<file path="src/rtl/semi_auto_pkg.sv">
// Shared types and constants for the semi-automatic driving controller.
// Detector bit order and the junction rule live here so every user agrees on them.
package semi_auto_pkg;

    typedef enum logic [2:0] {
        STOP,
        TURN_REQ,
        TURNING,
        LEAVE,
        CRUISE
    } state_t;

    localparam int unsigned DET_FRONT = 3;
    localparam int unsigned DET_BACK  = 2;
    localparam int unsigned DET_LEFT  = 1;
    localparam int unsigned DET_RIGHT = 0;

    // A junction is any place where the car cannot simply keep driving down a corridor.
    function automatic logic is_junction(input logic [3:0] det);
        return det[DET_FRONT] | ~det[DET_LEFT] | ~det[DET_RIGHT];
    endfunction

endpackage

</file>
<file path="src/rtl/rise_detect.sv">
// One-bit rising-edge detector.
// Keeps the previous sample in a register and flags the cycle where the input first goes high.
module rise_detect (
    input  logic clk,
    input  logic rst,
    input  logic d,
    output logic rise
);

    logic d_q;

    always_ff @(posedge clk or posedge rst) begin
        if (rst) begin
            d_q <= 1'b0;
        end else begin
            d_q <= d;
        end
    end

    assign rise = d & ~d_q;

endmodule

</file>
<file path="src/rtl/semi_auto.sv">
// Semi-automatic driving controller: drives along corridors, stops at junctions,
// and executes user-chosen turns through the turn unit's is_turning handshake.
module semi_auto
    import semi_auto_pkg::*;
(
    input  logic       clk,
    input  logic       rst,
    input  logic       enable,
    input  logic       is_turning,
    input  logic       move_forward,
    input  logic       move_left,
    input  logic       move_right,
    input  logic       move_backward,
    input  logic [3:0] detector,
    output logic       out_move_forward,
    output logic       trigger_turn_left,
    output logic       trigger_turn_right,
    output logic       trigger_turn_back
);

    logic fwd_edge, left_edge, right_edge, back_edge;

    rise_detect u_fwd_edge   (.clk(clk), .rst(rst), .d(move_forward),  .rise(fwd_edge));
    rise_detect u_left_edge  (.clk(clk), .rst(rst), .d(move_left),     .rise(left_edge));
    rise_detect u_right_edge (.clk(clk), .rst(rst), .d(move_right),    .rise(right_edge));
    rise_detect u_back_edge  (.clk(clk), .rst(rst), .d(move_backward), .rise(back_edge));

    state_t state, state_nxt;
    logic   fwd_nxt, left_nxt, right_nxt, back_nxt;
    logic   junction;

    assign junction = is_junction(detector);

    always_ff @(posedge clk or posedge rst) begin
        if (rst) begin
            state              <= STOP;
            out_move_forward   <= 1'b0;
            trigger_turn_left  <= 1'b0;
            trigger_turn_right <= 1'b0;
            trigger_turn_back  <= 1'b0;
        end else begin
            state              <= state_nxt;
            out_move_forward   <= fwd_nxt;
            trigger_turn_left  <= left_nxt;
            trigger_turn_right <= right_nxt;
            trigger_turn_back  <= back_nxt;
        end
    end

    // Outputs are decided from the next state so they land one cycle after the sampled edge.
    always_comb begin
        state_nxt = state;
        left_nxt  = 1'b0;
        right_nxt = 1'b0;
        back_nxt  = 1'b0;

        unique case (state)
            STOP: begin
                if (fwd_edge && !detector[DET_FRONT]) begin
                    state_nxt = LEAVE;
                end else if (left_edge && !detector[DET_LEFT]) begin
                    state_nxt = TURN_REQ;
                    left_nxt  = 1'b1;
                end else if (right_edge && !detector[DET_RIGHT]) begin
                    state_nxt = TURN_REQ;
                    right_nxt = 1'b1;
                end else if (back_edge && !detector[DET_BACK]) begin
                    state_nxt = TURN_REQ;
                    back_nxt  = 1'b1;
                end
            end
            TURN_REQ: begin
                if (is_turning) begin
                    state_nxt = TURNING;
                end
            end
            TURNING: begin
                if (!is_turning) begin
                    state_nxt = LEAVE;
                end
            end
            LEAVE: begin
                if (detector[DET_FRONT]) begin
                    state_nxt = STOP;
                end else if (!junction) begin
                    state_nxt = CRUISE;
                end
            end
            CRUISE: begin
                if (junction) begin
                    state_nxt = STOP;
                end
            end
            default: state_nxt = STOP;
        endcase

        if (!enable) begin
            state_nxt = STOP;
            left_nxt  = 1'b0;
            right_nxt = 1'b0;
            back_nxt  = 1'b0;
        end

        fwd_nxt = (state_nxt == LEAVE) || (state_nxt == CRUISE);
    end

endmodule

</file>
<file path="config.mk">
export PLATFORM = sky130hd
export DESIGN_NAME = semi_auto
export DESIGN_NICKNAME = d
export VERILOG_FILES = /design/src/rtl/semi_auto_pkg.sv /design/src/rtl/rise_detect.sv /design/src/rtl/semi_auto.sv
export SDC_FILE = /design/constraint.sdc
export NUM_CORES = 1
export LEC_CHECK = 0
export ABC_AREA = 1
export CAP_MARGIN = 30
export CORE_MARGIN = 2
export CORE_UTILIZATION = 45
export DETAILED_ROUTE_END_ITERATION = 6
export PLACE_DENSITY = 0.71
export SYNTH_ARGS = -nofsm -noshare
export SYNTH_HDL_FRONTEND = slang
export SYNTH_HIERARCHICAL = 1
export SYNTH_SLANG_ARGS = --single-unit
</file>
<file path="constraint.sdc">
create_clock -name clk -period 1.5 [get_ports clk]
set_clock_uncertainty 0.2 [all_clocks]
set_input_delay 0.3 -clock clk [delete_from_list [all_inputs] [get_ports clk]]
set_output_delay 0.3 -clock clk [all_outputs]
set_load 0.01 [all_outputs]
</file>
==> results of run 1 <==
## how the worst max path moves through the flow
stage                       start                 end  slack, ps  cells after the start
2_1_floorplan            state[1]    out_move_forward        270                      8
3_3_place_gp          detector[0]    out_move_forward       -190                      8
3_5_place_dp        move_backward    out_move_forward       -200                     10
4_1_cts        trigger_turn_right  trigger_turn_right         80                      1
5_1_grt             move_backward    out_move_forward        -20                     10
6_report            move_backward    out_move_forward         60                     10
## layout make-up
type / count / area, um2 / area share, %
multi-input combinational: 39 / 240 / 28.6
timing repair buffer: 21 / 190 / 22.6
inverter: 24 / 90.1 / 10.7
tap: 15 / 18.8 / 2.23
sequential: 11 / 275 / 32.7
clock buffer: 4 / 26.3 / 3.13
## kinds of logic after synthesis
family,Yosys count
AND/OR/NAND/NOR,32
buffers and inverters,24
flip-flops,11
AO/OA/AOI/OAI,7
## worst register-to-register path, delay by kind of cell (launching register included)
family	cells	cell delay, ps
buffers and inverters	2	150
DFF	1	420
and+or+nand+nor	6	520
## synthesized netlist by cell type, drive strengths merged
cell type	instances
nor2	9
inv	22
a21oi	3
nor4	1
a2111oi	1
nand2	16
o21ai	3
dfrtp	11
nand4	3
clkinv	2
nor3	1
nand3	2
## through the flow
stage	TNS, ps	total power (W)
after floorplan	0	0.000456
after global placement	-749	0.000531
after detailed placement	-841	0.000535
after CTS	0	0.000736
after global routing	-21.2	0.000784
final	0	0.000734
## power groups by stage
| stage | sequential, W | clock, W | combinational (W) |
|---|---|---|---|
| 3_5_place_dp | 0.000334 | 0 | 0.000201 |
| 6_report | 0.000328 | 0.000203 | 0.000203 |
| 4_1_cts | 0.000328 | 0.000210 | 0.000197 |
| 3_3_place_gp | 0.000333 | 0 | 0.000198 |
| 2_1_floorplan | 0.000334 | 0 | 0.000122 |
| 5_1_grt | 0.000330 | 0.000228 | 0.000226 |
## sequential cells by signal, indices dropped and copies added (netlist names)
| name | cells |
|---|---|
| trigger_turn_right | 1 |
| u_right_edge/d_q | 1 |
| u_left_edge/d_q | 1 |
| out_move_forward | 1 |
| state | 3 |
| trigger_turn_back | 1 |
| u_back_edge/d_q | 1 |
| trigger_turn_left | 1 |
| u_fwd_edge/d_q | 1 |
## what timing repair did
action	4_1_cts	5_1_grt
endpoints found under the setup margin	4	1
pin swaps	0	0
gates resized for setup	4	2
hold buffers	0	0
## layer usage
metal	up-vias	part of all wire, %	track usage (%)
li1	271	-	-
met1	223	44	22.3
met2	10	50	28.2
met3	2	4.2	5.00
met4	0	1.0	10.0
met5	-	0	0
==> flow_summary.json, run 1 <==
{
  "hold_violations": 0,
  "ant_nets": 0,
  "post-synth-top-area-cell": "dfrtp_1",
  "fin_ws_ps": 62.2,
  "fillers": 110,
  "gp_congestion": 0.754,
  "die_height_um": 40.5,
  "clk_pin_slew_ps": 70,
  "final_util_pct": 66.3,
  "cts_tree": "done",
  "antenna_found_initial": 0,
  "vdd_drop_max_v": 0.000460,
  "whs_ps": 77.3,
  "placed_cell_area_um2": 813,
  "p_leak_nw": 0.457,
  "switching_share_pct": 31.1,
  "drv_cap": 0,
  "critPathTopFamily": "buffers and inverters",
  "p_per_area_nw_per_um2": 873,
  "cp_data_required_time_ps": 1460,
  "vias_per_cell": 4.44,
  "cts-buffers-inserted": 3,
  "io_buffers": 15,
  "start_util_pct": 47.2,
  "io_pins": 16,
  "outcome": "finished clean",
  "switchingPower_w": 0.000228,
  "fp.dieW_um": 40.5,
  "worstHoldPathType": "input port to async pin",
  "cpMostUsedCell": "nand2_1",
  "grt_use_total_pct": 18.1,
  "htreeDepth": 1,
  "grt_overflow_total": 0,
  "rr_endpoint": "out_move_forward",
  "num_vias": 506,
  "synth_area_per_cell_um2": 8.10,
  "grt_pass1_vias": 470,
  "cp_num_buf_inv": 2,
  "diodes": 0,
  "synthDistinctLibCells": 17,
  "synth_top_area_share_pct": 45.9,
  "mostFrequentLayoutCell": "inv_1",
  "period_needed_ps": 1440,
  "cts_sinks": 11,
  "cpPeakStageDelay_ps": 470,
  "ys_ff_latch": 11,
  "reg2reg_slack_ps": 110,
  "p_int_w": 0.000506,
  "power_frac_seq_pct": 44.7,
  "p_comb_share_pct": 27.7,
  "synth_xor_area_share_pct": 0,
  "arrival_ps": 1400,
  "clk_path_buf_depth": 2,
  "post_cts_buffers": 0,
  "clock_latency_ps": 270,
  "totalWireLength_um": 1160,
  "drcViolationCount": 0,
  "max_freq_ghz": 0.696,
  "cp-end-kind": "register",
  "slew_violations": 0,
  "finalInstanceArea_um2": 841,
  "synth_top_family_by_area": "simple AND/OR/NAND/NOR gates",
  "fin_cells": 114,
  "grt_pass1_wl_um": 1860,
  "root_buffer": "clkbuf_4",
  "drtIter0Drc": 10,
  "setup_violations": 0,
  "synth.yosys.warnings": 6,
  "dp_hpwl_um": 921,
  "syn-cell-area_um2": 599,
  "cp_slowest_cell": "clkdlybuf4s50_1",
  "synthesis.nets": 86,
  "wire_per_inst_um": 10.1,
  "synth-adder-area-share_pct": 0,
  "critPathMaxFanout": 2,
  "drive_gt1_share_pct": 29.3,
  "coreArea_um2": 1270,
  "place_ws_ps": -201,
  "path_class": "input port to register",
  "synth-compound-area-share_pct": 10.2,
  "dr.pass1.iters": 3,
  "placed_cells": 110,
  "crit_chain": "clkdlybuf4s50_1 > inv_1 > nor2_2 > nand2_1 > nand2_2 > o21ai_1 > nand2_1 > nand2_1 > nand3_1 > nand2_1",
  "tightest_slew_ps": 271,
  "grt_max_degree": 8,
  "syn_to_final_growth_pct": 40.3,
  "synth_area_leaders": "dfrtp_1, inv_1, nor2_2",
  "rr_worst_depth": 8,
  "start_kind": "input port",
  "synth-simple-area-share_pct": 28.8,
  "pwr-share-clk_pct": 27.6,
  "netlist_instances": 74,
  "maxSlewHeadroom_pct": 81.9,
  "rr_startpoint": "state[1]",
  "row_count": 13,
  "dieArea_um2": 1640,
  "period_share_pct": 95.9,
  "nNetsFinal": 112,
  "yosysSeqAreaShare_pct": 45.9,
  "synthMuxAreaShare_pct": 0,
  "final_cell_mix": "inv_1, nand2_1, clkdlybuf4s50_1, dfrtp_1, nor2_2"
}
No activity file was read; power rests on OpenSTA's default activity.
==> run 2, diff against run 1 <==
Settings changed: ABC_CLOCK_PERIOD_IN_PS from default to 1500, SKIP_CTS_REPAIR_TIMING from default to 1.
==> run 2 against run 1 <==
- via count unchanged
- core utilization grew 1.2 points
- sequential power about the same
- register-to-register slack about the same
- clock power barely moved
- die area unchanged
- clock-buffer cell count unchanged
- fmax about the same
- sequential cell count did not move
- critical path depth is the same
- critical path type unchanged
==> flow_summary.json, run 2 (synthesis gave the netlist of run 1 again) <==
{
  "start_kind": "input port",
  "worstHoldPathType": "input port to async pin",
  "hold_violations": 0,
  "routed-wl-met2_um": 583,
  "final_cell_mix": "inv_1, nand2_1, clkdlybuf4s50_1, dfrtp_1, nor2_2",
  "largest_reg_flops": 3,
  "setup_violations": 0,
  "wl_met1_um": 517,
  "ant_nets": 0,
  "arrival_ps": 1400,
  "tightest_slew_ps": 272,
  "dp_hpwl_um": 921,
  "diodes": 0,
  "drtIter0Drc": 10,
  "rr_worst_depth": 8,
  "num_vias": 506,
  "nNetsFinal": 112,
  "dieArea_um2": 1640,
  "io_buffers": 15,
  "power.total_w": 0.000737,
  "vias_per_cell": 4.44,
  "top_register": "state",
  "clock_latency_ps": 270,
  "maxSlewHeadroom_pct": 81.9,
  "mostFrequentLayoutCell": "inv_1",
  "antenna_found_initial": 0,
  "cts_tree": "done",
  "gp_congestion": 0.754,
  "period_needed_ps": 1440,
  "clk_path_buf_depth": 2,
  "slew_violations": 0,
  "drcViolationCount": 0,
  "totalWireLength_um": 1160,
  "drv_cap": 0,
  "coreArea_um2": 1270,
  "crit_chain": "clkdlybuf4s50_1 > inv_1 > nor2_2 > nand2_1 > nand2_2 > o21ai_1 > nand2_1 > nand2_1 > nand3_1 > nand2_1",
  "cts-buffers-inserted": 3,
  "die_height_um": 40.5,
  "wire_per_inst_um": 10.2,
  "dr.pass1.iters": 3,
  "io_pins": 16,
  "grt_overflow_total": 0,
  "row_count": 13,
  "p_per_area_nw_per_um2": 861,
  "start_util_pct": 47.2,
  "wl_met3_um": 51,
  "cpPeakStageDelay_ps": 470,
  "grt_pass1_wl_um": 1850,
  "cp_slowest_cell": "clkdlybuf4s50_1",
  "syn_to_final_growth_pct": 42.8,
  "max_freq_ghz": 0.696,
  "cp-end-kind": "register",
  "grt_pass1_vias": 464,
  "clk_pin_slew_ps": 70,
  "drive_gt1_share_pct": 29.3,
  "p_leak_nw": 0.511,
  "cp_data_required_time_ps": 1460,
  "path_class": "input port to register",
  "htreeDepth": 1,
  "critPathMaxFanout": 2,
  "grt_max_degree": 8,
  "period_share_pct": 95.9,
  "fp.dieW_um": 40.5,
  "vdd_drop_max_v": 0.000461,
  "cts_sinks": 11,
  "cpMostUsedCell": "nand2_1",
  "outcome": "finished clean",
  "top_layer": "met4",
  "final_util_pct": 67.5,
  "grt_use_total_pct": 18.0,
  "root_buffer": "clkbuf_4"
}
## run 2: cell count changes in the layout (fill, tap and decap cells not counted)
cell	previous run	this run
dlygate4sd2_1	4	0
dlymetal6s2s_1	0	4
## run 2: per-stage QoR
step	hold WS (ps)	area [um2]	cells	setup slack, ps	TNS [ps]
final	77.7	856	114	62.2	0
after global routing	91.4	856	114	-21.2	-21.2
after CTS	71.2	840	114	-136	-511
after detailed placement	366	813	110	-201	-841
after global placement	364	813	110	-189	-749
after floorplan	-171	599	74	272	0
## run 2: layout make-up
| type | instances | area, um2 |
|---|---|---|
| multi-input cells | 39 | 240 |
| fillers | 109 | 413 |
| repair buffers | 21 | 205 |
| clock buffers | 4 | 26.3 |
| inverters | 24 | 90.1 |
| well taps | 15 | 18.8 |
| flip-flops and latches | 11 | 275 |
## run 2: path summary, 6_finish.rpt
path                                  from                 to  slack (ps)
max                          move_backward   out_move_forward          60
min                                    rst   u_right_edge/d_q          80
max reg2reg                       state[1]   out_move_forward         110
min reg2reg                u_left_edge/d_q  trigger_turn_left         380
max in group asynchronous              rst  trigger_turn_back         700
min in group clk              move_forward     u_fwd_edge/d_q         290
## run 2: per-layer routing
metal	up-vias	GRT usage, %
met2	10	27.8
li1	271	-
met1	223	22.3
met3	2	5.00
met5	-	0
met4	0	10.0
## run 2: power by group
part	switching, W	internal (W)	total, W
Combinational	0.000116	0.0000893	0.000206
Clock	0.000100	0.000103	0.000203
Sequential	0.0000119	0.000316	0.000328
## run 2: worst max-delay path, delay by kind of cell
kind,cells,cell delay [ps]
AO/OA/AOI/OAI,1,60
AND/OR/NAND/NOR,7,520
buffers and inverters,2,520
==> run 3, diff against run 2 <==
Settings changed: CORE_MARGIN 2 to 3.
==> run 3 against run 2 <==
- hold slack improved by 19 ps
- design area grew 1.5%
- worst setup slack gained 19 ps
- clock power fell by 3%
- non-clock buffer count rose by 2
- critical path type unchanged
==> flow_summary.json, run 3 (synthesis gave the netlist of run 1 again) <==
{
  "top_register": "state",
  "grt_pass1_wl_um": 1820,
  "crit_chain": "clkdlybuf4s50_1 > inv_2 > nand2_2 > nand2_2 > o21ai_1 > nand2_1 > nand3_1 > nand2_1",
  "fin_cells": 115,
  "syn_to_final_growth_pct": 44.9,
  "drcViolationCount": 0,
  "io_pins": 16,
  "grt_overflow_total": 0,
  "ant_nets": 0,
  "critPathMaxFanout": 3,
  "power.total_w": 0.000726,
  "grt_use_total_pct": 13.7,
  "vdd_drop_max_v": 0.000533,
  "path_class": "input port to register",
  "tightest_slew_ps": 282,
  "cpPeakStageDelay_ps": 490,
  "start_util_pct": 51.2,
  "setup_violations": 0,
  "tns_ps": 0,
  "wire_per_inst_um": 10.2,
  "htreeDepth": 1,
  "dieArea_um2": 1810,
  "cts-buffers-inserted": 3,
  "worstHoldPathType": "input port to async pin",
  "cts_tree": "done",
  "arrival_ps": 1380,
  "vias_per_cell": 4.50,
  "start_kind": "input port",
  "hold_violations": 0,
  "totalWireLength_um": 1170,
  "fin_ws_ps": 81.1,
  "outcome": "finished clean",
  "rsz0062_at_grt": "false",
  "rr_worst_depth": 8,
  "place_ws_ps": -198,
  "slew_violations": 0,
  "drive_gt1_share_pct": 27.7,
  "cp_data_required_time_ps": 1460,
  "nNetsFinal": 114,
  "fp.dieW_um": 42.5,
  "cp_slowest_cell": "clkdlybuf4s50_1",
  "period_needed_ps": 1420,
  "clock_latency_ps": 260,
  "placed_cells": 110,
  "dr.pass1.iters": 4,
  "num_vias": 518,
  "io_buffers": 15,
  "p_per_area_nw_per_um2": 837,
  "die_height_um": 42.5,
  "reg2reg_slack_ps": 140,
  "grt_pass1_vias": 457,
  "period_share_pct": 94.6,
  "mostFrequentLayoutCell": "inv_1",
  "fillers": 94,
  "drtIter0Drc": 7,
  "whs_ps": 97.1,
  "dp_hpwl_um": 944,
  "row_count": 12,
  "coreArea_um2": 1170,
  "grt_max_degree": 8,
  "gp_congestion": 0.820,
  "final_cell_mix": "inv_1, nand2_1, dfrtp_1, clkdlybuf4s50_1, nor2_2",
  "clk_path_buf_depth": 2,
  "clk_pin_slew_ps": 70,
  "antenna_found_initial": 0,
  "largest_reg_flops": 3,
  "max_freq_ghz": 0.705,
  "cp-end-kind": "register",
  "cts_sinks": 11,
  "maxSlewHeadroom_pct": 81.2,
  "p_leak_nw": 0.528,
  "root_buffer": "clkbuf_4",
  "diodes": 0,
  "drv_cap": 0
}
[run 3: cell count changes in the layout (fill, tap and decap cells not counted), sizes merged]
cell,before,now
buf,6,7
clkdlybuf4s50,11,10
dlygate4sd3,0,1
dlymetal6s2s,4,5
[run 3: power by group]
part	switching [W]	internal [W]	leakage, nW
logic	0.000113	0.0000902	0.371
registers	0.0000107	0.000316	0.142
clock network	0.0000932	0.000103	0.0150
total	0.000217	0.000510	0.528
[run 3: metrics by stage]
step	area (um2)	util [%]
6_report	868	74.1
3_5_place_dp	820	70.0
3_3_place_gp	820	70.0
2_1_floorplan	599	-
5_1_grt	868	74.1
4_1_cts	846	72.2
[run 3: worst paths after layout]
check	to	start
worst min-delay path	u_back_edge/d_q	rst
worst min register to register	trigger_turn_left	u_left_edge/d_q
max in group asynchronous	out_move_forward	rst
worst max-delay path	out_move_forward	detector[1]
worst max register to register	out_move_forward	state[1]
min in group clk	trigger_turn_left	move_left
[run 3: worst max-delay path, delay by kind of cell]
kind	cells	cell delay [ps]
buffers and inverters	2	530
AO/OA/AOI/OAI	1	170
AND/OR/NAND/NOR	5	380
[run 3: layout make-up]
cell class	count	area, um2	area share, %
multi-input cells	39	234	26.9
flip-flops and latches	11	275	31.7
clock buffers	4	26.3	3.03
well taps	14	17.5	2.02
repair buffers	23	225	25.9
inverters	24	90.1	10.4
[run 3: routing by layer]
| layer | up-vias | part of all wire [%] | global-route usage, % |
|---|---|---|---|
| li1 | 274 | - | - |
| met1 | 223 | 47 | 16.3 |
| met2 | 16 | 46 | 21.6 |
| met3 | 5 | 4.4 | 3.43 |
| met4 | 0 | 3.0 | 9.32 |
| met5 | - | 0 | 0 |
